File: config.mk
export PLATFORM = sky130hd
export DESIGN_NAME = fpu_mul_arbiter
export DESIGN_NICKNAME = d
export VERILOG_FILES = /design/src/rtl/fpu_mul_arbiter_pkg.sv /design/src/rtl/fpu_rr_picker.sv /design/src/rtl/fpu_mul_arbiter.sv
export SDC_FILE = /design/constraint.sdc
export NUM_CORES = 1
export LEC_CHECK = 0
export ABC_AREA = 0
export BUFFER_PORTS_ARGS = -buffer_cell sky130_fd_sc_hd__buf_2
export CAP_MARGIN = 40
export CORE_MARGIN = 2
export CORE_UTILIZATION = 48
export DETAILED_ROUTE_END_ITERATION = 10
export GPL_ROUTABILITY_DRIVEN = 1
export HOLD_SLACK_MARGIN = 0.05
export PLACE_DENSITY = 0.83
export SKIP_CTS_REPAIR_TIMING = 1
export SYNTH_ARGS = -nofsm -noshare
export SYNTH_HDL_FRONTEND = slang
export SYNTH_SLANG_ARGS = --single-unit
File: constraint.sdc
create_clock -name clock -period 2.8 [get_ports clock]
set_input_delay 0.14 -clock clock [delete_from_list [all_inputs] [get_ports clock]]
set_output_delay 0.14 -clock clock [all_outputs]
set_load 0.02 [all_outputs]
File: src/rtl/fpu_mul_arbiter_pkg.sv
// Shared types for the fp16 multiplier arbiter: operand/condition types, FSM states, qNaN.
// Latency: n/a (declarations only).
// Backpressure: n/a.
package fpu_lib;

  typedef logic [15:0] fp16_t;
  typedef logic [3:0]  condCode_t;

  typedef enum logic [2:0] {
    ARB_IDLE  = 3'd0,
    ARB_ISSUE = 3'd1,
    ARB_WAIT  = 3'd2,
    ARB_RESP  = 3'd3,
    ARB_CLEAR = 3'd4
  } fpuArbState_t;

  // Canonical quiet NaN returned when the multiplier never answers.
  localparam fp16_t FP16_QNAN = 16'h7E00;

endpackage

File: src/rtl/fpu_rr_picker.sv
// Round-robin picker: first valid requester after `last`, wrapping at NREQ.
// Latency: combinational.
// Backpressure: none; the caller decides when the pick is consumed.
module fpu_rr_picker #(
  parameter int NREQ = 4
) (
  input  logic [NREQ-1:0]         valid,
  input  logic [$clog2(NREQ)-1:0] last,
  output logic [$clog2(NREQ)-1:0] grant,
  output logic                    any
);

  localparam int GW = $clog2(NREQ);

  // Scan from the farthest offset down so the nearest valid index after `last` wins.
  always_comb begin
    grant = '0;
    any   = |valid;
    for (int i = NREQ; i >= 1; i--) begin
      if (valid[(int'(last) + i) % NREQ]) begin
        grant = GW'((int'(last) + i) % NREQ);
      end
    end
  end

endmodule

File: src/rtl/fpu_mul_arbiter.sv
// Shares one fp16 multiplier between NREQ requesters: accept, issue, wait, respond, re-arm.
// Latency: accept at T, mulStart at T+1, response at T+2+k (k = cycles to mulDone, capped at MAX_WAIT).
// Backpressure: one operation in flight; requests stay pending while busy, RESP holds until rspReady.
module fpu_mul_arbiter
  import fpu_lib::*;
#(
  parameter int NREQ     = 4,
  parameter int MAX_WAIT = 64
) (
  input  logic                    clock,
  input  logic                    reset_n,
  input  logic [NREQ-1:0]         reqValid,
  input  logic [NREQ*16-1:0]      reqOp1,
  input  logic [NREQ*16-1:0]      reqOp2,
  output logic [NREQ-1:0]         reqReady,
  output logic [NREQ-1:0]         rspValid,
  input  logic [NREQ-1:0]         rspReady,
  output logic [15:0]             rspData,
  output logic [3:0]              rspCond,
  output logic                    rspErr,
  output logic [15:0]             mulIn1,
  output logic [15:0]             mulIn2,
  output logic                    mulStart,
  output logic                    mulClear,
  input  logic [15:0]             mulOut,
  input  logic [3:0]              mulCond,
  input  logic                    mulDone,
  output logic                    busy,
  output logic [$clog2(NREQ)-1:0] grantId
);

  localparam int GW = $clog2(NREQ);
  localparam int CW = $clog2(MAX_WAIT + 1);

  fpuArbState_t  state;
  logic [GW-1:0] last_grant;
  logic [GW-1:0] grant_q;
  logic [GW-1:0] pick;
  logic          any_valid;
  fp16_t         op1_q;
  fp16_t         op2_q;
  fp16_t         res_data;
  condCode_t     res_cond;
  logic          res_err;
  logic [CW-1:0] wait_cnt;
  logic          timeout;

  // Last allowed WAIT cycle: the counter has already seen MAX_WAIT-1 cycles go by.
  assign timeout = (wait_cnt == CW'(MAX_WAIT - 1));

  fpu_rr_picker #(.NREQ(NREQ)) u_picker (
    .valid (reqValid),
    .last  (last_grant),
    .grant (pick),
    .any   (any_valid)
  );

  // Operation sequencer: grant, issue, wait for result or timeout, hand back, re-arm multiplier.
  always_ff @(posedge clock or negedge reset_n) begin
    if (!reset_n) begin
      state      <= ARB_IDLE;
      last_grant <= GW'(NREQ - 1);
      grant_q    <= '0;
      op1_q      <= '0;
      op2_q      <= '0;
      wait_cnt   <= '0;
      res_data   <= '0;
      res_cond   <= '0;
      res_err    <= 1'b0;
    end else begin
      case (state)
        ARB_IDLE: begin
          if (any_valid) begin
            grant_q <= pick;
            op1_q   <= reqOp1[pick*16 +: 16];
            op2_q   <= reqOp2[pick*16 +: 16];
            state   <= ARB_ISSUE;
          end
        end
        ARB_ISSUE: begin
          wait_cnt <= '0;
          state    <= ARB_WAIT;
        end
        ARB_WAIT: begin
          wait_cnt <= wait_cnt + 1'b1;
          if (mulDone) begin
            res_data <= mulOut;
            res_cond <= mulCond;
            res_err  <= 1'b0;
            state    <= ARB_RESP;
          end else if (timeout) begin
            res_data <= FP16_QNAN;
            res_cond <= '0;
            res_err  <= 1'b1;
            state    <= ARB_RESP;
          end
        end
        ARB_RESP: begin
          if (rspReady[grant_q]) begin
            state <= ARB_CLEAR;
          end
        end
        ARB_CLEAR: begin
          last_grant <= grant_q;
          state      <= ARB_IDLE;
        end
        default: state <= ARB_IDLE;
      endcase
    end
  end

  assign reqReady = (state == ARB_IDLE && any_valid) ? (NREQ'(1) << pick) : '0;
  assign rspValid = (state == ARB_RESP) ? (NREQ'(1) << grant_q) : '0;
  assign mulStart = (state == ARB_ISSUE);
  // Reset also re-arms the multiplier so an aborted operation cannot leak a late mulDone.
  assign mulClear = !reset_n || (state == ARB_CLEAR);
  assign busy     = (state != ARB_IDLE);
  assign grantId  = grant_q;
  assign mulIn1   = op1_q;
  assign mulIn2   = op2_q;
  assign rspData  = res_data;
  assign rspCond  = res_cond;
  assign rspErr   = res_err;

endmodule
---- Yosys cells after proc, flatten, opt, wreduce, memory -nomap -nowiden ----
Cells that the tools add are included.
word-level totals
  bits in registers ....................... 67
  input bits .............................. 159
  output and inout bits ................... 66
cells by class
  add/subtract/negate cells ............... 5
  order comparisons ....................... 5
  equality and inequality tests ........... 8
  shift-type cells ........................ 4
  muxes and demuxes ....................... 32
  bitwise operators ....................... 4
  reductions and logical operators ........ 15
operators by type and width
  cell                                                                           number
  64-bit by 7-bit variable part select with 16-bit output                        2
  16-bit 2-to-1 mux                                                              2
  3-bit by 4-bit less-than comparator with 1-bit output (second input constant)  4
  4-bit 2-to-1 mux                                                               4
  7-bit case mux with 2 select lines                                             1
  3-bit 2-to-1 mux                                                               4
  3-bit case mux with 4 select lines                                             1
  1-bit 2-to-1 mux                                                               11
  1-bit binary-select mux with 2-bit select                                      5
  2-bit 2-to-1 mux                                                               4
  2-bit OR reduction                                                             4
  1-bit by 2-bit << shifter with 4-bit output (first input constant)             2
  7-bit by 1-bit adder with 7-bit output (second input constant)                 1
  7-bit by 6-bit == test with 1-bit output (second input constant)               1
  3-bit by 2-bit == test with 1-bit output (second input constant)               2
  2-bit by 1-bit adder with 2-bit output (second input constant)                 2
  2-bit adder (second input constant)                                            2
  1-bit AND (first input constant)                                               4
  2-bit inequality test (second input constant)                                  2
  2-bit AND reduction                                                            2
  2-bit nonzero test                                                             2
  4-bit OR reduction                                                             1
  3-bit by 1-bit == test with 1-bit output (second input constant)               1
  3-bit == test (second input constant)                                          1
  8 further kinds                                                                8

---- Longest topological paths before layout ----
  depth in word-level cells ............... 12
  depth in mapped cells ................... 9
  depth with buffers taken out ............ 6

---- By module ----
Synthesis repeated with hierarchy kept, for this count alone.
second synthesis, totals
  cell total of the unflattened synthesis .. 299
  area, all modules ....................... 3688.5 µm²
by module, submodules not included
  module           times used  cells an instance  area an instance (µm²)
  fpu_mul_arbiter  1           285                3597.2
  fpu_rr_picker    1           14                 91.3

---- Worst setup path before layout ----
OpenSTA, ideal clock, no wires.
  path type ............................... register to output
  from .................................... register state[2]
  to ...................................... output reqReady[0]
  arrival time ............................ 1750 ps
  required time ........................... 2660 ps
  slack ................................... 910 ps
  cell stages (with the launch flop) ...... 7
  cells stage by stage .................... dfrtp_1 or3_1 buf_2 nor2_4 nand2_2 buf_2 nor2_1
between the ends
  longest elaborated chain between the ends .. 3
RTL lines
  element                 RTL line                source
  from (decl)             fpu_mul_arbiter.sv:35   fpuArbState_t state;
  from (signal assigned)  fpu_mul_arbiter.sv:61   state <= ARB_IDLE;
  from (signal assigned)  fpu_mul_arbiter.sv:77   state <= ARB_ISSUE;
  from (signal assigned)  fpu_mul_arbiter.sv:82   state <= ARB_WAIT;
  3-bit zero test         fpu_mul_arbiter.sv:112  assign reqReady = (state == ARB_IDLE && any_valid) ? (NREQ'(1) << pick) : '0;
  1-bit logical AND       fpu_mul_arbiter.sv:112
  4-bit 2-to-1 mux        fpu_mul_arbiter.sv:112
  to (decl)               fpu_mul_arbiter.sv:15   output logic [NREQ-1:0] reqReady,
Every way passes these cells.

---- Worst setup path in the final report ----
  from .................................... register last_grant[0]
  to ...................................... output reqReady[2]
between the ends
  longest elaborated chain between the ends .. 10
  elaborated cells between the ends (all ways) .. 22
  classes of those cells .................. add/sub (4); shift (1); mux (17)
RTL lines
  element                                               RTL line                                  source
  from (decl)                                           fpu_mul_arbiter.sv:36                     logic [GW-1:0] last_grant;
  from (signal assigned)                                fpu_mul_arbiter.sv:62                     last_grant <= GW'(NREQ - 1);
  from (signal assigned)                                fpu_mul_arbiter.sv:104                    last_grant <= grant_q;
  2-bit by 1-bit adder with 2-bit output                fpu_rr_picker.sv:20, fpu_rr_picker.sv:21
  1-bit binary-select mux with 2-bit select             fpu_rr_picker.sv:20                       if (valid[(int'(last) + i) % NREQ]) begin
  1-bit 2-to-1 mux (implied by the code) (2 in series)  fpu_rr_picker.sv:20
  2-bit 2-to-1 mux (3 in series)                        fpu_rr_picker.sv:20
  2-bit 2-to-1 mux (*)                                  fpu_rr_picker.sv:20
  1-bit by 2-bit << shifter with 4-bit output (*)       fpu_mul_arbiter.sv:112
  4-bit 2-to-1 mux (*)                                  fpu_mul_arbiter.sv:112
Every way passes the cells marked *; elsewhere a longest branch is shown, timed or not. The select of a mux whose other input is x is not followed.

==> impl_results.md <==
- Ports: 225
- Worst setup margin: 426 ps
- Die height: 94.9 um
- Routed WL: 11.8 mm
- First-pass GRT wire length: 16.7 mm
- Post-DP HPWL: 8.64 mm
- All-layer global routing usage: 0.239
- Global placer's final weighted congestion: 0.870
- Antenna cell count: 0
- Total CTS buffers: 9
- Drt initial violations: 99
- Post-synthesis cell count: 394
- Layout cells sized above 1: 0.476
- Final slew viol count: 0
- Comb power frac: 0.558
- DRT Pass-1 Iters: 4
- Core area: 8090 sq um
- Syn Std Cell Area: 3970 sq um
- Final hold violation count: 0
- Vias in the first global route: 3590
- Worst Path Arrival: 2230 ps
- Wire per inst: 16.0 um
- Min-Delay Endpoint: mulIn1[9]
- Endpoint type of the worst setup path: output pin
- Synth Flop Type: dfrtp_1
- Final Cycle Share: 0.848
- CTS tree: done
- Critical hold path startpoint: reqOp1[57]
- Buffers on Ports: 224
- Int Pwr: 0.00298 W
- # DRC: 0
- P_sw: 0.00259 W
- Slew headroom: 0.655
- Die Wd: 94.9 um
- R2R setup slack: 610 ps
- CP required: 2660 ps
- CTS root buf: clkbuf_8
- Leakage: 2.72 nW
- Starting density of the core: 0.490
- Via count: 4005
- Worst hold path depth: 3
- Area share of the largest cell type after synthesis: 0.410
- Antenna Nets Post-Route: 0
- Area added between synthesis and finish: 39.9%
- Dpl cells: 702
- Largest net degree at the start of global routing: 37
- Site Rows: 33
- Initial antenna violation count: 1
- Synth warn: 0
- Clk_lat worst skew: 340 ps
- CP cell instances: nand2b_1, a21o_1, and3_4, buf_12, and2_1, buf_2
- Worst-path clk slew: 90 ps
- VDD IR max: 0.470 mV
- Worst Path Max Fanout: 31
- FMAX: 421 MHz
- Power Dens Cells: 1000 nW/um^2
- Worst slew pin tran: 515 ps
- Total Neg Setup Slack: 0 ps
- Post-synth EDFFs: 0
- Sequential area share after synthesis: 0.423
- Library cells used by synthesis: 45
- Via/cell ratio: 5.42
- Non-filler instance count after layout: 739
- RSZ-0062 raised after global routing: false
- Clock power frac: 0.129
- Total grt overflow: 0
- Place WS: 599 ps
- FF-to-FF path depth: 6
- Setup Skew: 12.7 ps
- Status: finished clean
- Die area: 9010 sq um
- #FFs+latches synth: 67
- H-tree level count: 3
- CP startpoint kind: flip-flop
- Tmin final: 2370 ps
- HP Class: input port to flip-flop
- Sequential Power Share: 0.312
- Clk buf depth: 2
- Critical path class: flip-flop to output pin
- Synthesized area per cell: 10.1 sq um
- Synth area leader: dfrtp_1
- # setup viols final: 0
- Final #Nets: 789
- Sink Count: 67
- Synthesized Nets: 554
- Reg2reg end: mulIn1[13]
- Crit-path max cell delay: 550 ps
- Slowest cell on the critical path: dfstp_2
- Switching share of power: 0.465
- Post-synth ARST share: 1.00
- Synth top area cells: dfrtp_1 41%, a211oi_2 11%, mux2i_1 8.3%
- R2r startpoint: last_grant[1]
- Max-Cap Viols: 0
stage by stage:
| stage | total power [W] | hold slack (ps) | cell area (sq um) | utilization |
|---|---|---|---|---|
| after floorplan | 0.00391 | -156 | 3970 | - |
| after global placement | 0.00472 | 268 | 5160 | 0.638 |
| after detailed placement | 0.00483 | 260 | 5160 | 0.638 |
| after CTS | 0.00556 | -114 | 5340 | 0.660 |
| after global routing | 0.00594 | 114 | 5550 | 0.686 |
| final | 0.00557 | 127 | 5550 | 0.686 |
layout by cell type, fill, tap and decap left out, types with 2 or more instances in the layout:
cell,n
a211oi_1,30
a211oi_2,34
a21oi_1,2
a22o_1,15
a31oi_1,33
and2_1,4
and3_1,2
buf_12,2
buf_2,224
buf_4,9
clkbuf_8,9
clkinv_4,2
clkinvlp_4,3
dfrtp_1,65
dfstp_2,2
dlygate4sd3_1,21
inv_1,34
mux2_2,2
mux2i_1,33
nand2_1,12
nand2b_1,5
nand3_1,2
nand4_1,3
nor2_1,46
nor2b_1,2
nor3_1,2
o21ai_0,7
o22a_1,6
or2_2,2
registers in the layout, indices dropped and copies added (netlist names):
| signal | flops |
|---|---|
| wait_cnt | 7 |
| rspCond | 4 |
| rspData | 16 |
| grantId | 2 |
| state | 3 |
| rspErr | 1 |
| last_grant | 2 |
| mulIn1 | 16 |
| mulIn2 | 16 |
worst max-delay path, delay by kind of cell (launching register included):
family                 cells  cell delay (ps)
DFF                        1              550
buffers and inverters      2              440
AOI/OAI and AO/OA          1              140
and+or+nand+nor            3              770
worst max-delay path by stage:
stage	slack, ps	to	cells past startpoint	startpoint
after floorplan	910	reqReady[0]	6	state[2]
after global placement	670	mulIn1[12]	6	last_grant[1]
after detailed placement	600	mulIn1[12]	6	last_grant[1]
after CTS	380	reqReady[2]	6	last_grant[0]
after global routing	290	reqReady[2]	6	last_grant[0]
final	430	reqReady[2]	6	last_grant[0]
cell families after synthesis:
kind of cell | share of synthesized area
AO/OA/AOI/OAI | 0.291
adder cells (fa/ha/maj) | 0.00315
buffers and inverters | 0.0763
flip-flops | 0.423
multiplexers | 0.0946
AND/OR/NAND/NOR | 0.111
layout make-up:
cell class	count	area (sq um)
clock buffer	9	124
clock inverter	7	53.8
fill	655	2540
inverter	34	128
multi-input combinational	261	1990
sequential	67	1680
tap	105	131
timing repair buffer	256	1440
power groups by stage:
stage                     Clock, W  Sequential, W  Combinational, W
after floorplan                  0        0.00218           0.00173
after global placement           0        0.00172           0.00301
after detailed placement         0        0.00174           0.00309
after CTS                 0.000736        0.00173           0.00309
after global routing      0.000788        0.00179           0.00336
final                     0.000720        0.00174           0.00311
per-layer routing:
layer / track usage / share of wire / vias up
met2: 0.415 / 0.52 / 174
met3: 0.0559 / 0.073 / 13
met4: 0.0785 / 0.013 / 2
li1: - / - / 1933
met1: 0.292 / 0.39 / 1883
met5: 0 / 0.0011 / -
cell usage after synthesis (all sizes together) (3+ instances only):
cell type and count:
dfrtp 65, a211oi 64, nor2 47, inv 34
a31oi 33, mux2i 33, clkbuf 17, a22o 15
buf 15, nand2 13, o21ai 9, o22a 6
nand2b 5, and2 4, and3 3, nand4 3
nor2b 3, nor3 3
Power figures use the tool's default switching activity.
